===== src/rtl/calc_disp_pkg.sv =====
// Shared constants, converter state encoding and digit helpers for the calculator display.
package calc_disp_pkg;
  localparam int          NUM_DIGITS = 4;
  localparam int          BIN_W      = 14;
  localparam int          BCD_W      = 16;
  localparam logic [13:0] MAX_VAL    = 14'd9999;

  typedef enum logic [1:0] {IDLE, SHIFT, DONE} conv_state_t;

  // Double-dabble correction: any nibble >= 5 gets +3 before the shift.
  function automatic logic [BCD_W-1:0] dd_adjust(input logic [BCD_W-1:0] b);
    logic [BCD_W-1:0] r;
    r = b;
    for (int k = 0; k < NUM_DIGITS; k++) begin
      if (b[4*k +: 4] >= 4'd5) r[4*k +: 4] = b[4*k +: 4] + 4'd3;
    end
    return r;
  endfunction

  // Digit idx is a leading zero when it and every higher digit are zero; ones never blanks.
  function automatic logic lz_blank(input logic [BCD_W-1:0] d, input logic [1:0] idx);
    return (idx != 2'd0) && ((d >> {idx, 2'b00}) == '0);
  endfunction
endpackage


===== src/rtl/bin2bcd_seq.sv =====
// Serial binary-to-BCD converter, one shift per clock; commit strobe 15 cycles after accept.
// load_i is taken only while ready_o=1; requests during a conversion are dropped.
module bin2bcd_seq
  import calc_disp_pkg::*;
(
  input  logic             clk,
  input  logic             rst_n,
  input  logic [BIN_W-1:0] value_i,
  input  logic             load_i,
  output logic             ready_o,
  output logic [BCD_W-1:0] bcd_o,
  output logic             ovf_o,
  output logic             commit_o
);

  conv_state_t            state_q, state_d;
  logic [BIN_W-1:0]       bin_q;
  logic [BCD_W-1:0]       bcd_q;
  logic [3:0]             cnt_q;
  logic                   ovf_q;
  logic [BCD_W+BIN_W-1:0] shifted;

  assign shifted = {dd_adjust(bcd_q), bin_q} << 1;

  always_ff @(posedge clk or negedge rst_n) begin
    if (!rst_n) state_q <= IDLE;
    else        state_q <= state_d;
  end

  always_comb begin
    state_d  = state_q;
    ready_o  = 1'b0;
    commit_o = 1'b0;
    case (state_q)
      IDLE: begin
        ready_o = 1'b1;
        if (load_i) state_d = SHIFT;
      end
      SHIFT: if (cnt_q == 4'd1) state_d = DONE;
      DONE: begin
        commit_o = 1'b1;
        state_d  = IDLE;
      end
      default: state_d = IDLE;
    endcase
  end

  always_ff @(posedge clk or negedge rst_n) begin
    if (!rst_n) begin
      bin_q <= '0;
      bcd_q <= '0;
      cnt_q <= '0;
      ovf_q <= 1'b0;
    end else if (state_q == IDLE && load_i) begin
      bin_q <= value_i;
      bcd_q <= '0;
      cnt_q <= 4'd14;
      ovf_q <= (value_i > MAX_VAL);
    end else if (state_q == SHIFT) begin
      {bcd_q, bin_q} <= shifted;
      cnt_q          <= cnt_q - 4'd1;
    end
  end

  // Out-of-range values leave garbage in the scratch register; saturate instead.
  assign bcd_o = ovf_q ? 16'h9999 : bcd_q;
  assign ovf_o = ovf_q;

endmodule


===== src/rtl/display_scan_ctrl.sv =====
// 4-digit multiplexed 7-seg sequencer: converts results to BCD and scans one digit per slot.
// Outputs registered one cycle behind scan index; new value accepted only when ready_o=1.
module display_scan_ctrl
  import calc_disp_pkg::*;
#(
  parameter int REFRESH_DIV = 50000,
  parameter bit BLANK_LZ    = 1'b1
) (
  input  logic             clk,
  input  logic             rst_n,
  input  logic [BIN_W-1:0] value_i,
  input  logic             load_i,
  output logic             ready_o,
  output logic             overflow_o,
  output logic [3:0]       digit_o,
  output logic [3:0]       an_o
);

  localparam int CW = $clog2(REFRESH_DIV);

  logic [CW-1:0]    cnt_q;
  logic [1:0]       idx_q;
  logic [BCD_W-1:0] disp_q;
  logic [BCD_W-1:0] conv_bcd;
  logic             conv_ovf;
  logic             conv_commit;
  logic             blank;

  bin2bcd_seq u_conv (
    .clk      (clk),
    .rst_n    (rst_n),
    .value_i  (value_i),
    .load_i   (load_i),
    .ready_o  (ready_o),
    .bcd_o    (conv_bcd),
    .ovf_o    (conv_ovf),
    .commit_o (conv_commit)
  );

  always_ff @(posedge clk or negedge rst_n) begin
    if (!rst_n) begin
      cnt_q <= '0;
      idx_q <= '0;
    end else if (cnt_q == CW'(REFRESH_DIV - 1)) begin
      cnt_q <= '0;
      idx_q <= idx_q + 2'd1;
    end else begin
      cnt_q <= cnt_q + 1'b1;
    end
  end

  // All four digits land together so the scan never shows a mix of old and new value.
  always_ff @(posedge clk or negedge rst_n) begin
    if (!rst_n) begin
      disp_q     <= '0;
      overflow_o <= 1'b0;
    end else if (conv_commit) begin
      disp_q     <= conv_bcd;
      overflow_o <= conv_ovf;
    end
  end

  assign blank = BLANK_LZ && lz_blank(disp_q, idx_q);

  always_ff @(posedge clk or negedge rst_n) begin
    if (!rst_n) begin
      an_o    <= 4'b1111;
      digit_o <= 4'd0;
    end else if (blank) begin
      an_o    <= 4'b1111;
      digit_o <= 4'd0;
    end else begin
      an_o    <= ~(4'b0001 << idx_q);
      digit_o <= disp_q[{idx_q, 2'b00} +: 4];
    end
  end

endmodule


===== config.mk =====
export PLATFORM = sky130hd
export DESIGN_NAME = display_scan_ctrl
export DESIGN_NICKNAME = d
export VERILOG_FILES = /design/src/rtl/calc_disp_pkg.sv /design/src/rtl/bin2bcd_seq.sv /design/src/rtl/display_scan_ctrl.sv
export SDC_FILE = /design/constraint.sdc
export NUM_CORES = 1
export LEC_CHECK = 0
export CORE_MARGIN = 2
export CORE_UTILIZATION = 55
export CTS_BUF_LIST = sky130_fd_sc_hd__clkbuf_16
export DETAILED_ROUTE_END_ITERATION = 6
export MAX_ROUTING_LAYER = met4
export PLACE_DENSITY_LB_ADDON = 0.05
export SLEW_MARGIN = 20
export SYNTH_ARGS = -nofsm -noshare
export SYNTH_HDL_FRONTEND = slang
export SYNTH_SLANG_ARGS = --single-unit
export TNS_END_PERCENT = 5

===== constraint.sdc =====
create_clock -name clk -period 2.5 [get_ports clk]
set_clock_uncertainty 0.1 [all_clocks]
set_input_delay 0.75 -clock clk [delete_from_list [all_inputs] [get_ports clk]]
set_output_delay 0.75 -clock clk [all_outputs]
set_load 0.01 [all_outputs]

==> metrics.cfg <==
[worst_hold_path]
hp-class = in -> async

[route]
ant_nets = 0
vias_per_cell = 5.626
route.detailed.drc = 0
dr_total_vias = 2689
routed_wl_um = 7025
drt_iter0_markers = 163
wl_per_cell_um = 14.70
drtPass1Iterations = 4

[global_route]
antenna_found_initial = 0
track_usage_pct = 21.46
grt_pass1_wl_um = 12060
grt_max_degree = 36
grt_overflow = 0
grt_pass1_vias = 2514

[clock_network]
clockBufferDepth = 2
h-tree-depth = 3
path_clk_slew_ps = 60
cts_resized = 0
post_cts_buffers = 0
cts_root_buf = clkbuf_16
cts_buffers = 9
clk_latency_ps = 330
holdBufCountCts = 0
cts_tree = yes
cts_num_sinks = 80

[power_and_ir_drop]
power_mw = 5.035
p_leak_nw = 2.005
p_per_area_nw_per_um2 = 1126
irDropWorstVdd_uv = 707.1

[die]
die-area_um2 = 7571
io_pins = 27
coreArea_um2 = 6719
placementRows = 30
initial_utilization_pct = 56.41
die_height_um = 87.01
dieWidth_um = 87.01

[timing]
slew_headroom_pct = 42.47
final_hold_viol_count = 0
drv_slew = 0
tightest_slew_ps = 859.8
rsz0062_at_grt = false
hold_ws_ps = 269.4
finalCritPeriodShare_pct = 90.17
max_freq_ghz = 0.4436
setup_tns_ps = 0
final-setup-viol-count = 0
period_needed_ps = 2254

[synth]
syn_area_um2 = 3790
ys.flop_type = dfrtp_1
yosys_warnings = 0
ys_ff_latch = 80
async_reset_ff_share_pct = 100.0
yosysSeqAreaShare_pct = 52.95
avgSynthCellArea_um2 = 10.33
postSynthCellCount = 367
synth_edf_count = 0
synth_nets = 399
netlist-cell-type-count = 41

[placed_design]
place_congestion = 0.7980
dp_hpwl_um = 4691
portBuffers = 26

[run]
max_cap_viol_count = 0

[critical_path]
end_kind = primary output
path_max_fanout = 6
cp.required_ps = 1650
startpoint_type = flop
worstPathArrival_ps = 1400
critPathKind = reg -> out

[finish]
drive_above_1_share_pct = 9.799
final_common_cell = dfrtp_1
diodes = 0
layout_common_cells = dfrtp_1, nand2_1, o21ai_0, clkdlybuf4s50_1, nor2_1
nets = 425
nFillCells = 518
syn_to_final_growth_pct = 18.03

[status]
status = complete, no violations

kinds of logic after synthesis:
logic type,after synthesis,share of synthesized area [%]
compound gates,70,11.98
xor+xnor,17,3.929
fa+ha+maj,15,4.952
buf+inv,32,3.400
flops,80,52.95
mux,14,5.480
simple gates,139,17.30
flip-flops by register name (all words and copies together) (netlist names), 2 cells and up:
| register | flops |
|---|---|
| idx_q | 2 |
| u_conv.bcd_q | 16 |
| u_conv.bin_q | 14 |
| an_o | 4 |
| disp_q | 16 |
| u_conv.cnt_q | 4 |
| digit_o | 4 |
| cnt_q | 16 |
| u_conv.state_q | 2 |
cell type report:
| cell class | count | area (um^2) | share of cell area (%) |
|---|---|---|---|
| sequential | 80 | 2007 | 44.87 |
| tap | 80 | 100.1 | 2.238 |
| multi-input combinational | 255 | 1654 | 36.98 |
| clock inverter | 7 | 111.4 | 2.490 |
| clock buffer | 9 | 225.2 | 5.035 |
| timing repair buffer | 33 | 322.8 | 7.217 |
| inverter | 14 | 52.55 | 1.175 |
report_power, final:
group / switching, mW / internal (mW)
combinational: 0.810 / 0.700
clock: 0.503 / 0.968
sequential: 0.352 / 1.70
final timing paths:
kind | depth (start not counted) | slack, ps | startpoint | to
worst max-delay path | 2 | 250 | u_conv.state_q[0] | ready_o
worst min-delay path | 1 | 270 | rst_n | digit_o[1]
worst max register to register | 4 | 560 | idx_q[0] | an_o[2]
worst min register to register | 1 | 380 | cnt_q[15] | cnt_q[15]
max in group asynchronous | 2 | 1440 | rst_n | u_conv.bin_q[4]
min in group clk | 1 | 380 | cnt_q[15] | cnt_q[15]
critical path: stages, from the launching register on:
cell and delay, ps:
dfrtp_1 420, nor2_1 110, clkdlybuf4s50_1 540
cells in the mapped netlist (2+ instances only):
cell type,number,share of area [%]
dfstp_2,4,2.8
xnor2_1,11,2.5
nor2b_1,2,0.33
nand2_1,61,6.0
nor4bb_1,2,0.53
nand2b_1,12,2.0
a22oi_1,13,2.6
dfrtp_1,76,50
mux4_2,2,1.2
clkbuf_1,16,1.6
nor4_1,5,0.83
and3_1,5,0.83
nor2_1,23,2.3
inv_1,14,1.4
o31ai_1,12,2.4
nor3_1,3,0.40
mux2_2,8,2.4
nand3_1,18,2.4
a21oi_1,5,0.66
mux2i_1,2,0.53
ha_1,15,5.0
a32o_1,4,1.1
o21ai_0,30,4.0
mux4_1,2,1.4
xor2_1,6,1.4
per-stage QoR:
step | worst slack (ps) | utilization (%) | instances | instance area [um^2]
final | 245.9 | 66.57 | 478 | 4473
after global routing | 158.5 | 66.57 | 478 | 4473
after CTS | 230.0 | 66.57 | 478 | 4473
after detailed placement | 87.52 | 61.56 | 462 | 4136
after global placement | 119.7 | 61.56 | 462 | 4136
after floorplan | 553.6 | - | 367 | 3790
routing by layer:
metal  wire (um)  vias to the layer above  track usage, %  share of wire (%)
met5           0                        -               -                  0
met4          69                        0           7.244               0.98
met3         306                        5           5.403                4.4
met2        3396                       59           32.55                 48
met1        3252                     1288           28.37                 46
li1            -                     1337               -                  -
No activity file was read; power rests on OpenSTA's default activity.
